$ cat config.mk
export PLATFORM = sky130hd
export DESIGN_NAME = spin_speed_ramp_ctrl_flat
export DESIGN_NICKNAME = d
export VERILOG_FILES = /design/src/rtl/spin_pkg.sv /design/src/rtl/spin_speed_ramp_ctrl_if.sv /design/src/rtl/spin_ramp_gen.sv /design/src/rtl/spin_speed_ramp_ctrl.sv /design/src/flat_wrapper.sv
export SDC_FILE = /design/constraint.sdc
export NUM_CORES = 1
export LEC_CHECK = 0
export ABC_AREA = 1
export BUFFER_PORTS_ARGS = -buffer_cell sky130_fd_sc_hd__buf_2
export CORE_UTILIZATION = 45
export DETAILED_ROUTE_END_ITERATION = 6
export SETUP_SLACK_MARGIN = 0.05
export SYNTH_ARGS = -nofsm -noshare
export SYNTH_HDL_FRONTEND = slang
export SYNTH_HIERARCHICAL = 1
export SYNTH_SLANG_ARGS = --single-unit
$ cat constraint.sdc
create_clock -name clk -period 3.65 [get_ports clk]
set_input_delay 0.1825 -clock clk [delete_from_list [all_inputs] [get_ports clk]]
set_output_delay 0.1825 -clock clk [all_outputs]
set_load 0.005 [all_outputs]
$ cat src/rtl/spin_pkg.sv
// Shared types and defaults for the spin-speed selector and motor ramp.
// State codes, wash-mode codes, default speed table and per-mode levels.
package spin_pkg;

  typedef enum logic [1:0] {
    IDLE      = 2'd0,
    RAMP_UP   = 2'd1,
    HOLD      = 2'd2,
    RAMP_DOWN = 2'd3
  } state_t;

  typedef enum logic [3:0] {
    COTTON    = 4'd0,
    SYNTHETIC = 4'd1,
    WOOL      = 4'd2,
    DELICATE  = 4'd3,
    QUICK     = 4'd4,
    RINSE     = 4'd5,
    SPIN      = 4'd6,
    COLOURS   = 4'd7
  } wash_mode_t;

  localparam logic [43:0] DEF_SPEED_TABLE = {
    11'd1400, 11'd1200, 11'd800, 11'd400
  };

  localparam logic [15:0] DEF_MODE_DEFAULTS = {
    2'd3, 2'd1, 2'd0, 2'd3,
    2'd1, 2'd2, 2'd3, 2'd3
  };

  function automatic int idx_w(input int n);
    return (n > 2) ? $clog2(n) : 1;
  endfunction

endpackage

$ cat src/rtl/spin_speed_ramp_ctrl_if.sv
// Front-panel / motor-driver bundle for the spin controller.
// master drives the requests, slave returns level and setpoint.
interface spin_speed_ramp_ctrl_if #(
  parameter int MODE_W  = 4,
  parameter int IDX_W   = 2,
  parameter int SPEED_W = 11
);
  logic [MODE_W-1:0]  wash_mode;
  logic               mode_load;
  logic               increment;
  logic               decrement;
  logic               spin_start;
  logic               spin_stop;
  logic [IDX_W-1:0]   level_index;
  logic [SPEED_W-1:0] selected_spin_speed;
  logic [SPEED_W-1:0] motor_speed;
  logic               spinning;
  logic               at_speed;

  modport master (
    output wash_mode, mode_load,
    output increment, decrement,
    output spin_start, spin_stop,
    input  level_index, selected_spin_speed,
    input  motor_speed, spinning, at_speed
  );

  modport slave (
    input  wash_mode, mode_load,
    input  increment, decrement,
    input  spin_start, spin_stop,
    output level_index, selected_spin_speed,
    output motor_speed, spinning, at_speed
  );
endinterface

$ cat src/rtl/spin_ramp_gen.sv
// Ramp FSM: steps the motor setpoint toward a latched target
// every RAMP_DIV cycles, holds, then ramps back to zero.
module spin_ramp_gen
  import spin_pkg::*;
#(
  parameter int SPEED_W   = 11,
  parameter int RAMP_STEP = 100,
  parameter int RAMP_DIV  = 4
) (
  input  logic               clk,
  input  logic               reset_n,
  input  logic               start,
  input  logic               stop,
  input  logic [SPEED_W-1:0] target_in,
  output logic [SPEED_W-1:0] motor_speed,
  output logic               spinning,
  output logic               at_speed
);

  localparam int PW = (RAMP_DIV > 1) ? $clog2(RAMP_DIV) : 1;
  localparam logic [PW-1:0] LAST = PW'(RAMP_DIV - 1);
  localparam logic [SPEED_W:0] STEP = (SPEED_W+1)'(RAMP_STEP);

  state_t             state, next_state;
  logic [PW-1:0]      presc;
  logic [SPEED_W-1:0] target;
  logic [SPEED_W-1:0] up_speed, down_speed;
  logic [SPEED_W:0]   sum;
  logic               tick, up_done, down_done;

  // One extra bit keeps the climb from wrapping past full scale
  always_comb begin
    tick       = (presc == LAST);
    sum        = {1'b0, motor_speed} + STEP;
    up_done    = (sum >= {1'b0, target});
    up_speed   = up_done ? target : sum[SPEED_W-1:0];
    down_done  = ({1'b0, motor_speed} <= STEP);
    down_speed = down_done ? '0
                 : motor_speed - STEP[SPEED_W-1:0];
  end

  always_ff @(posedge clk or negedge reset_n) begin
    if (!reset_n) state <= IDLE;
    else          state <= next_state;
  end

  always_comb begin
    next_state = state;
    unique case (state)
      IDLE:
        if (start && !stop && target_in != '0)
          next_state = RAMP_UP;
      RAMP_UP:
        if (stop)                 next_state = RAMP_DOWN;
        else if (tick && up_done) next_state = HOLD;
      HOLD:
        if (stop) next_state = RAMP_DOWN;
      RAMP_DOWN:
        if (tick && down_done) next_state = IDLE;
      default: next_state = IDLE;
    endcase
  end

  always_comb begin
    spinning = (state != IDLE);
    at_speed = (state == HOLD);
  end

  always_ff @(posedge clk or negedge reset_n) begin
    if (!reset_n) begin
      presc       <= '0;
      target      <= '0;
      motor_speed <= '0;
    end else if (state == IDLE && next_state == RAMP_UP) begin
      presc  <= '0;
      target <= target_in;
    end else if (state != RAMP_DOWN && next_state == RAMP_DOWN) begin
      presc <= '0;
    end else if (state == RAMP_UP || state == RAMP_DOWN) begin
      presc <= tick ? '0 : presc + 1'b1;
      if (tick)
        motor_speed <= (state == RAMP_UP) ? up_speed : down_speed;
    end
  end

endmodule

$ cat src/rtl/spin_speed_ramp_ctrl.sv
// Spin-speed level selection per wash mode with button edge detect,
// feeding the motor ramp generator.
module spin_speed_ramp_ctrl
  import spin_pkg::*;
#(
  parameter int NUM_LEVELS = 4,
  parameter int SPEED_W    = 11,
  parameter int MODE_W     = 4,
  parameter int NUM_MODES  = 8,
  parameter logic [NUM_LEVELS*SPEED_W-1:0] SPEED_TABLE =
    DEF_SPEED_TABLE,
  parameter logic [NUM_MODES*idx_w(NUM_LEVELS)-1:0] MODE_DEFAULTS =
    DEF_MODE_DEFAULTS,
  parameter bit WRAP_EN   = 1'b1,
  parameter int RAMP_STEP = 100,
  parameter int RAMP_DIV  = 4
) (
  input logic                  clk,
  input logic                  reset_n,
  spin_speed_ramp_ctrl_if.slave bus
);

  localparam int IDX_W = idx_w(NUM_LEVELS);
  localparam logic [IDX_W-1:0] TOP = IDX_W'(NUM_LEVELS - 1);

  logic [IDX_W-1:0]   level, def_level, next_level;
  logic [SPEED_W-1:0] sel, table_speed;
  logic [MODE_W-1:0]  mode_prev;
  logic               inc_prev, dec_prev, load_pending;
  logic               inc_edge, dec_edge, load, spinning;

  always_comb begin
    def_level = '0;
    for (int m = 0; m < NUM_MODES; m++)
      if (bus.wash_mode == MODE_W'(m))
        def_level = MODE_DEFAULTS[m*IDX_W +: IDX_W];
  end

  always_comb begin
    table_speed = SPEED_TABLE[0 +: SPEED_W];
    for (int i = 0; i < NUM_LEVELS; i++)
      if (level == IDX_W'(i))
        table_speed = SPEED_TABLE[i*SPEED_W +: SPEED_W];
  end

  // Requests arriving while spinning are dropped, not deferred
  always_comb begin
    inc_edge   = bus.increment & ~inc_prev;
    dec_edge   = bus.decrement & ~dec_prev;
    load       = load_pending | bus.mode_load
               | (bus.wash_mode != mode_prev);
    next_level = level;
    if (!spinning) begin
      if (load)
        next_level = def_level;
      else if (inc_edge && dec_edge)
        next_level = level;
      else if (inc_edge)
        next_level = (level == TOP)
                   ? (WRAP_EN ? '0 : level) : level + 1'b1;
      else if (dec_edge)
        next_level = (level == '0)
                   ? (WRAP_EN ? TOP : level) : level - 1'b1;
    end
  end

  always_ff @(posedge clk or negedge reset_n) begin
    if (!reset_n) begin
      level        <= '0;
      sel          <= SPEED_TABLE[0 +: SPEED_W];
      inc_prev     <= 1'b0;
      dec_prev     <= 1'b0;
      mode_prev    <= '0;
      load_pending <= 1'b1;
    end else begin
      level        <= next_level;
      sel          <= table_speed;
      inc_prev     <= bus.increment;
      dec_prev     <= bus.decrement;
      mode_prev    <= bus.wash_mode;
      load_pending <= 1'b0;
    end
  end

  spin_ramp_gen #(
    .SPEED_W   (SPEED_W),
    .RAMP_STEP (RAMP_STEP),
    .RAMP_DIV  (RAMP_DIV)
  ) u_ramp (
    .clk         (clk),
    .reset_n     (reset_n),
    .start       (bus.spin_start),
    .stop        (bus.spin_stop),
    .target_in   (sel),
    .motor_speed (bus.motor_speed),
    .spinning    (spinning),
    .at_speed    (bus.at_speed)
  );

  assign bus.level_index         = level;
  assign bus.selected_spin_speed = sel;
  assign bus.spinning            = spinning;

endmodule

$ cat src/flat_wrapper.sv
// flat-port wrapper written by rule: the top's interface ports become plain ports
module spin_speed_ramp_ctrl_flat import spin_pkg::*;
#(
  parameter int NUM_LEVELS = 4,
  parameter int SPEED_W    = 11,
  parameter int MODE_W     = 4,
  parameter int NUM_MODES  = 8,
  parameter logic [NUM_LEVELS*SPEED_W-1:0] SPEED_TABLE =
    DEF_SPEED_TABLE,
  parameter logic [NUM_MODES*idx_w(NUM_LEVELS)-1:0] MODE_DEFAULTS =
    DEF_MODE_DEFAULTS,
  parameter bit WRAP_EN   = 1'b1,
  parameter int RAMP_STEP = 100,
  parameter int RAMP_DIV  = 4
)
  (clk, reset_n, bus_wash_mode, bus_mode_load, bus_increment, bus_decrement, bus_spin_start, bus_spin_stop, bus_level_index, bus_selected_spin_speed, bus_motor_speed, bus_spinning, bus_at_speed);
  spin_speed_ramp_ctrl_if #(.MODE_W(MODE_W), .IDX_W(2), .SPEED_W(SPEED_W)) bus_i ();
  input logic clk;
  input logic reset_n;
  input wire logic [$bits(bus_i.wash_mode)-1:0] bus_wash_mode;
  input wire logic [$bits(bus_i.mode_load)-1:0] bus_mode_load;
  input wire logic [$bits(bus_i.increment)-1:0] bus_increment;
  input wire logic [$bits(bus_i.decrement)-1:0] bus_decrement;
  input wire logic [$bits(bus_i.spin_start)-1:0] bus_spin_start;
  input wire logic [$bits(bus_i.spin_stop)-1:0] bus_spin_stop;
  output wire logic [$bits(bus_i.level_index)-1:0] bus_level_index;
  output wire logic [$bits(bus_i.selected_spin_speed)-1:0] bus_selected_spin_speed;
  output wire logic [$bits(bus_i.motor_speed)-1:0] bus_motor_speed;
  output wire logic [$bits(bus_i.spinning)-1:0] bus_spinning;
  output wire logic [$bits(bus_i.at_speed)-1:0] bus_at_speed;
  assign bus_i.wash_mode = bus_wash_mode;
  assign bus_i.mode_load = bus_mode_load;
  assign bus_i.increment = bus_increment;
  assign bus_i.decrement = bus_decrement;
  assign bus_i.spin_start = bus_spin_start;
  assign bus_i.spin_stop = bus_spin_stop;
  assign bus_level_index = bus_i.level_index;
  assign bus_selected_spin_speed = bus_i.selected_spin_speed;
  assign bus_motor_speed = bus_i.motor_speed;
  assign bus_spinning = bus_i.spinning;
  assign bus_at_speed = bus_i.at_speed;
  spin_speed_ramp_ctrl #(.NUM_LEVELS(NUM_LEVELS), .SPEED_W(SPEED_W), .MODE_W(MODE_W), .NUM_MODES(NUM_MODES), .SPEED_TABLE(SPEED_TABLE), .MODE_DEFAULTS(MODE_DEFAULTS), .WRAP_EN(WRAP_EN), .RAMP_STEP(RAMP_STEP), .RAMP_DIV(RAMP_DIV)) u_core (.clk(clk), .reset_n(reset_n), .bus(bus_i));
endmodule
# == Word-level counts from Yosys, hierarchy flattened ==
# Cells that the tools add are included.
# Widths: inputs -> output; s select.
# op_classes
addsub,5
mul,0
div_mod_pow,0
order_cmp,2
eq_ne,19
shifts,0
n_mux,30
n_bitwise,9
n_reduce_logical,18
# op_table
cell,count
$mux 11,5
$mux 2,23
$eq 4x3->1 const B,4
$add 11x7->12 const B,1
$eq 2x2->1 const B,6
$ge 12x11->1,1
$le 11x7->1 const B,1
$reduce_bool 11->1,1
$sub 11x7->11 const B,1
$mux 10,1
$eq 4x2->1 const B,2
$pmux 2 s4,1
$logic_and 1x1->1,7
$eq 2x1->1 const B,3
$reduce_bool 3->1,2
$not 1->1,5
$add 2x1->2 const B,2
$eq 4x1->1 const B,1
$logic_not 2->1,2
$logic_not 4->1,1
$ne 4x4->1,1
$reduce_and 4->1,1
$reduce_and 3->1,1
$and 1x1->1,2
7 further kinds,8
# word_totals
register_bits,46
latchBits,0
mem_bits_rw,0
romBits,0
input_bits,11
out_inout_bits,26
wordCells,93
mem_count,0

# == Longest topological paths before layout ==
# Gate-level depths: netlist of the first run.
# logic_depth
depth_word,10
depth_mapped,22
mapped_depth_nobuf,22

# == Hierarchy ==
# The synthesis of the first run kept the hierarchy.
# by_module_without_submodules
module,n_inst,cells_each,area_per_inst_um2,seq_area_each_um2
spin_ramp_gen,1,270,2155.8,650.6
spin_speed_ramp_ctrl,1,93,828.3,405.4

# == Worst setup path after synthesis of the first run ==
# Ideal clock, no wire load.
# synth_path
path_kind,register -> register
startpoint,register u_core.u_ramp.motor_speed[2]
endpoint,register u_core.u_ramp.motor_speed[9]
setup_ns,0.121
arrival_time_ns,2.501
t_required_ns,3.529
path_slack_ns,1.028
path_stages_with_launch,20
path_buffers,1
period_less_slack_ns,2.622
path_cell_list,dfrtp_1 -> ha_1 -> nand2_1 -> nand2_1 -> nand2_1 -> xor2_1 -> inv_1 -> ha_1 -> nand3_1 -> a21oi_1 -> nor2_4 -> nand3_4 -> nand3_2 -> nand2_4 -> nand2_2 -> nand3_2 -> nand2_4 -> buf_12 -> nand2_2 -> o21ai_2
# synth_between
elab_chain_len,10
word_cells_on_any_way,20
classes_between,2 x add/sub; 2 x order compare; 2 x eq/ne; 7 x mux; 2 x bitwise; 5 x reduce/logical
# synth_rtl
element,line_no,rtl
from (decl),spin_ramp_gen.sv:15,"output logic [SPEED_W-1:0] motor_speed,"
from (signal assigned),spin_ramp_gen.sv:82,motor_speed <= (state == RAMP_UP) ? up_speed : down_speed;
$add 11x7->12,spin_ramp_gen.sv:34,"sum = {1'b0, motor_speed} + STEP;"
$ge 12x11->1,spin_ramp_gen.sv:35,"up_done = (sum >= {1'b0, target});"
$logic_and 1x1->1,spin_ramp_gen.sv:55,else if (tick && up_done) next_state = HOLD;
$mux 2,spin_ramp_gen.sv:55,
$mux 2,spin_ramp_gen.sv:54,if (stop) next_state = RAMP_DOWN;
$pmux 2 s4,spin_ramp_gen.sv:49,unique case (state)
$eq 2x2->1 or $eq 2x1->1 (tied branches),"spin_ramp_gen.sv:77, spin_ramp_gen.sv:74",
$logic_and 1x1->1 (on tied branches),"spin_ramp_gen.sv:77, spin_ramp_gen.sv:74",
$not 1->1 (no source line),n/a,
$reduce_and 4->1 (no source line),n/a,
# Parallel ways exist; a longest one is shown, timed or not.
# A chain may end at the register's enable or synchronous reset.

# == Worst setup path in the final report of the first run ==
# layout_path
startpoint,register u_core.u_ramp.motor_speed[2]
endpoint,register u_core.u_ramp.target[5]
# layout_between
elab_chain_len,8
word_cells_on_any_way,11
classes_between,1 x add/sub; 2 x order compare; 1 x eq/ne; 4 x mux; 3 x reduce/logical
# layout_rtl
element,line_no,rtl
$add 11x7->12,spin_ramp_gen.sv:34,
$ge 12x11->1,spin_ramp_gen.sv:35,
$logic_and 1x1->1,spin_ramp_gen.sv:55,
$mux 2,spin_ramp_gen.sv:55,
$mux 2,spin_ramp_gen.sv:54,
$pmux 2 s4 *,spin_ramp_gen.sv:49,
net u_core.u_ramp.next_state[0],spin_ramp_gen.sv:24,"state_t state, next_state;"
$eq 2x1->1 *,spin_ramp_gen.sv:74,end else if (state == IDLE && next_state == RAMP_UP) begin
$logic_and 1x1->1 *,spin_ramp_gen.sv:74,
to (signal assigned),spin_ramp_gen.sv:76,target <= target_in;
to (decl),spin_ramp_gen.sv:26,logic [SPEED_W-1:0] target;
# The timed path passes the listed nets; every way through them passes the cells marked *.

==> impl_metrics.ini, run 1 <==
[status]
status = finished clean

[power_and_ir_drop]
power_switching_mw = 1.131
ir_drop_uv = 364.0
p_seq_share_pct = 32.5
swShare_pct = 44.41
power.density_nw_per_um2 = 764.4
intPower_mw = 1.417
power_frac_comb_pct = 49.9
clockPowerShare_pct = 17.6
leakage_nw = 1.783
finalPower_mw = 2.548

[timing]
min_period_ns = 3.076
max_freq_ghz = 0.3251
setup_ws_ns = 0.5742
setup_viol = 0
relSlewSlack_pct = 36.38
drv_slew = 0
tightest_slew_ns = 0.9544
fin_crit_sh_pct = 84.27
hold_viol_final = 0
fin_skew_ns = 0.008216
rsz0062_at_grt = false
hold_ws_ns = 0.01891
finalSetupTns_ns = 0

[global_route]
antenna_found_initial = 0
grt_pass1_wl_mm = 10.16
grt_overflow_total = 0
grt_start_max_net_pins = 43
grt_usage_pct = 18.33
grt_pass1_vias = 2139

[layout]
diodes = 0
layout-drive-gt1-share_pct = 29.46
fin_util_pct = 52.19
final_net_count = 436
stdcell_area_sq_um = 3333
finalNonFillerCells = 481
areaGrowthSynthToFinish_pct = 11.70

[setup_path]
path_class = reg -> reg
critPathRequiredTime_ns = 3.82
cpPeakStageDelay_ns = 0.50
crit_arrival_ns = 3.25
cp_max_fo = 21
start_kind = flop
reg2reg_depth = 16
path_cells = ha_1 -> nand2_1 -> nand2_1 -> nand3_1 -> xor2_1 -> ha_1 -> a21oi_1 -> nand2_2 -> nor2_4 -> nand3_4 -> nand3_2 -> nand2_4 -> a21boi_4 -> nand2_2 -> nor2_1 -> a21oi_2
crit_slowest_cell = dfrtp_1
endpoint_kind = flop

[synth]
ys_seq_area_share_pct = 35.39
ys_top_cells_by_area = dfrtp_1 32%, nand2_1 10%, ha_1 9.2%
avgSynthCellArea_sq_um = 8.221
yosys.area.top_type = dfrtp_1
netlist_area_sq_um = 2984
synth_most_common_cell = nand2_1
ys_top_cells_by_count = 80 x nand2_1, 48 x inv_1, 38 x dfrtp_1
synth_edf_count = 0
yosys_warnings = 6
syn_inst = 363
synth_top_area_share_pct = 31.87
ys_async_sr_fraction_pct = 100.0
yosys_most_used_dff = dfrtp_1
synth_cell_types = 39
synth_seq_cells = 42

[route]
vias = 2291
drt_iter0_drc = 65
routed_via_density = 4.763
drcViolationCount = 0
routed_wirelength_mm = 6.022
dr.pass1.iters = 4
final_antenna_net_count = 0
wl_per_cell_um = 12.52

[floorplanning]
core_sq_um = 6386
start_util_pct = 46.73
io_pins = 37
num_rows = 29
die_h_um = 83.44
die_w_um = 83.44
die-area_sq_um = 6961

[cts]
cts_root_buf = clkbuf_8
post_cts_buffers = 0
worstSkewPairLatency_ns = 0.30
tritoncts = built
cts_buffers = 5
clk_path_buf_depth = 2
htreeDepth = 2
path_clk_slew_ns = 0.09
cts_sinks = 42

[placement]
hpwl_mm = 4.572
gp_congestion = 0.8378
io_buffers = 33
placed_cells = 472
placed_cell_area_sq_um = 3186
dp_slack_ns = 0.5986

[min_path]
hold_path.class = in -> async

[run]
cap_violations = 0
[cell families after synthesis]
kind of cell	count (synthesis)	share of synthesized area, %
adder cells (fa/ha/maj)	22	9.224
AO/OA/AOI/OAI	54	12.83
other	1	0.1257
AND/OR/NAND/NOR	168	29.14
XOR/XNOR	11	3.229
flip-flops	42	35.39
buffers and inverters	65	10.06
[cell type report]
cell class | count | area (sq um)
Sequential cell | 42 | 1056
Tap cell | 77 | 96.34
Timing Repair Buffer | 34 | 175.2
Fill cell | 628 | 3053
Clock inverter | 3 | 68.82
Multi-Input combinational cell | 265 | 1662
Clock buffer | 5 | 68.82
Inverter | 55 | 206.4
[critical path, delay by kind of cell (launching register included)]
family | cells | cell delay (ns)
simple gates | 10 | 1.33
fa+ha+maj | 2 | 0.55
compound gates | 3 | 0.38
flops | 1 | 0.50
xor+xnor | 1 | 0.17
[worst paths after layout]
kind | start | end | slack [ns]
setup / recovery | u_core/u_ramp/motor_speed[2] | u_core/u_ramp/target[5] | 0.57
hold / removal | reset_n | u_core/u_ramp/motor_speed[4] | 0.02
setup reg to reg | u_core/u_ramp/motor_speed[2] | u_core/u_ramp/target[5] | 0.57
hold reg to reg | u_core/u_ramp/motor_speed[0] | u_core/u_ramp/motor_speed[0] | 0.51
max in group asynchronous | reset_n | u_core/mode_prev[1] | 3.03
min in group clk | bus_wash_mode[3] | u_core/mode_prev[3] | 0.02
[routing by layer]
layer  global-route usage, %  share of wire (%)
met3                   3.579                4.2
met5                       0                  0
met4                   4.314               0.90
met1                   26.11                 51
met2                   28.84                 44
[sequential cells by signal (all words and copies together) (netlist names)]
register,count
u_core/u_ramp/motor_speed,11
u_core/u_ramp/target,11
u_core/bus.selected_spin_speed,7
u_core/mode_prev,4
u_core/bus.level_index,2
u_core/u_ramp/presc,2
u_core/u_ramp/state,2
u_core/dec_prev,1
u_core/inc_prev,1
u_core/load_pending,1
[timing repair]
| item | CTS | global route |
|---|---|---|
| resized for setup | 0 | 0 |
| endpoints found under the hold margin | 1 | 0 |
| hold buffers | 1 | 0 |
[power by group through the flow]
stage / Combinational, mW / Clock [mW] / Sequential (mW)
final: 1.27 / 0.448 / 0.829
after global routing: 1.45 / 0.477 / 0.860
after CTS: 1.28 / 0.459 / 0.831
after detailed placement: 1.27 / 0 / 0.837
after global placement: 1.26 / 0 / 0.832
after floorplan: 1.03 / 0 / 0.779
[layout by cell type, fill, tap and decap left out, types with 13 or more instances in the layout]
cell type,synthesis,final
ha_1,22,22
a21oi_1,19,19
buf_2,2,33
dfrtp_1,38,38
nor2_1,22,22
nor2_2,14,14
nand2_2,13,13
nand2_1,80,80
inv_1,48,48
Power figures use the tool's default switching activity.
==> run 2, diff against run 1 <==
--- a/config.mk
+++ b/config.mk
@@ -9,6 +9,7 @@
 export BUFFER_PORTS_ARGS = -buffer_cell sky130_fd_sc_hd__buf_2
 export CORE_UTILIZATION = 45
 export DETAILED_ROUTE_END_ITERATION = 6
+export PLACE_DENSITY = 0.67
 export SETUP_SLACK_MARGIN = 0.05
 export SYNTH_ARGS = -nofsm -noshare
 export SYNTH_HDL_FRONTEND = slang
==> constraint.sdc (replaced) <==
create_clock -name clk -period 2.7 [get_ports clk]
set_input_delay 0.135 -clock clk [delete_from_list [all_inputs] [get_ports clk]]
set_output_delay 0.135 -clock clk [all_outputs]
set_load 0.005 [all_outputs]
==> run 2 against run 1 <==
  * The flow now finishes with violations (negative hold slack, negative setup slack)
  * Largest power group unchanged
  * Global-route usage up 1.9 points
  * Register-to-register slack worse by 0.59 ns
  * Sequential share of layout area down 4.8 points
  * Die area unchanged
  * Fmax up 13%
  * Final area up 18%
  * Critical path type unchanged
  * Clock-buffer cell count up 1
==> impl_metrics.ini, run 2 (synthesized netlist as in run 1, its figures left out) <==
[cts]
clk_path_buf_depth = 2
htreeDepth = 2
tritoncts = built
cts_root_buf = clkbuf_8
cts_buffers = 5
path_clk_slew_ns = 0.09
cts_sinks = 42
worstSkewPairLatency_ns = 0.30

[global_route]
grt_pass1_wl_mm = 11.15
grt_start_max_net_pins = 43
grt_overflow_total = 0
antenna_found_initial = 0
grt_pass1_vias = 2321
grt_usage_pct = 20.28

[power_and_ir_drop]
power_frac_comb_pct = 61.6
p_seq_share_pct = 26.1
intPower_mw = 2.265
leakage_nw = 1.990
power_switching_mw = 1.914
ir_drop_uv = 542.5
clockPowerShare_pct = 12.3
finalPower_mw = 4.178
power.density_nw_per_um2 = 1066
swShare_pct = 45.80

[timing]
tightest_slew_ns = 0.9287
hold_ws_ns = -0.03552
fin_crit_sh_pct = 100.6
drv_slew = 0
max_freq_ghz = 0.3681
setup_ws_ns = -0.01674
min_period_ns = 2.717
relSlewSlack_pct = 38.08
fin_skew_ns = 0.009644
setup_viol = 4
hold_viol_final = 38
rsz0062_at_grt = true

[route]
final_antenna_net_count = 0
dr.pass1.iters = 4
vias = 2565
wl_per_cell_um = 13.85
routed_via_density = 4.952
drt_iter0_drc = 141
routed_wirelength_mm = 7.175
drcViolationCount = 0

[setup_path]
crit_arrival_ns = 2.90
start_kind = flop
path_class = reg -> reg
regToRegStartpoint = u_core/u_ramp/motor_speed[2]
critPathRequiredTime_ns = 2.89
cp_max_fo = 5
cp-startpoint = u_core/u_ramp/motor_speed[2]
endpoint_kind = flop

[layout]
fin_util_pct = 61.40
final_common_cell = nand2_1
final_net_count = 473
regArea_sq_um = 1056
areaGrowthSynthToFinish_pct = 31.40
multi_input_area_sq_um = 1934
fillers = 530
stdcell_area_sq_um = 3921
finalNonFillerCells = 518
layout-drive-gt1-share_pct = 41.27
diodes = 0
layout_common_cells = 72 x nand2_1, 46 x inv_1, 38 x dfrtp_1

[placement]
placed_cell_area_sq_um = 3273
placed_cells = 482
gp_congestion = 0.8745
io_buffers = 33
hpwl_mm = 4.700

[status]
status = complete, but fails checks
violations = negative hold slack, negative setup slack

[floorplanning]
die-area_sq_um = 6961
start_util_pct = 46.73
die_w_um = 83.44
die_h_um = 83.44
io_pins = 37
num_rows = 29
core_sq_um = 6386

[run]
cap_violations = 0

[min_path]
hold_path.class = in -> async
-- run 2: cell types whose count changed in the layout (fill, tap and decap cells not counted), sizes merged --
cell | before | now
dlygate4sd3 | 1 | 5
clkbuf | 5 | 8
buf | 33 | 63
nand2 | 96 | 97
clkinv | 1 | 0
bufinv | 2 | 1
clkinvlp | 0 | 1
-- run 2: path summary, 6_finish.rpt --
check | to | slack, ns | depth (start not counted)
setup / recovery | u_core/u_ramp/target[5] | -0.02 | 17
hold / removal | u_core/u_ramp/motor_speed[5] | -0.04 | 1
setup reg to reg | u_core/u_ramp/target[5] | -0.02 | 17
hold reg to reg | u_core/u_ramp/motor_speed[0] | 0.49 | 2
max in group asynchronous | u_core/bus.selected_spin_speed[9] | 2.15 | 1
min in group clk | u_core/mode_prev[2] | 0.02 | 1
-- run 2: per-stage QoR --
| step | worst slack [ns] | TNS [ns] |
|---|---|---|
| 2_1_floorplan | 0.07809 | 0 |
| 3_3_place_gp | 0.02758 | 0 |
| 3_5_place_dp | -0.08386 | -0.8271 |
| 4_1_cts | 0.05271 | 0 |
| 5_1_grt | -0.1510 | -2.417 |
| 6_report | -0.01674 | -0.03794 |
-- run 2: power groups by stage --
stage	Combinational [mW]	Clock [mW]	Sequential, mW
floorplan	1.39	0	1.05
global placement	1.82	0	1.08
detailed placement	1.87	0	1.08
CTS	2.09	0.527	1.07
global route	2.83	0.551	1.12
finish	2.58	0.513	1.09
-- run 2: layout make-up --
cell class / count / share of cell area [%]
multi-input cells: 266 / 49.33
flip-flops and latches: 42 / 26.93
repair buffers: 70 / 13.21
inverters: 55 / 5.265
well taps: 77 / 2.457
clock buffers: 6 / 1.851
clock inverters: 2 / 0.9572
-- run 2: repair_timing --
action / 4_1_cts / 5_1_grt
buffers inserted: 13 / 7
endpoints found under the setup margin: 22 / 25
cloned: 1 / 2
hold buffers: 5 / 0
pin swaps: 16 / 25
hold endpoints to repair: 5 / 0
resized for setup: 17 / 34
-- run 2: worst max-delay path, stage by stage (launching register included) --
cell and delay [ns]:
dfrtp_1 0.41, ha_2 0.20, nand2_2 0.07, nand2_2 0.10
nand3_2 0.10, xor2_2 0.22, ha_4 0.25, a21oi_2 0.17
nand2_2 0.09, nor2_4 0.12, nand3_4 0.10, nand3_2 0.09
nand2_4 0.07, a21boi_4 0.20, nand2_4 0.10, clkbuf_16 0.18
nor2_2 0.09, a21oi_2 0.04
-- run 2: per-layer routing --
metal | wire [um] | global-route usage (%) | up-vias
met1 | 3185 | 27.60 | 1204
met4 | 116 | 5.855 | 0
li1 | - | - | 1293
met5 | 0 | 0 | -
met3 | 328 | 4.573 | 11
met2 | 3544 | 32.41 | 57
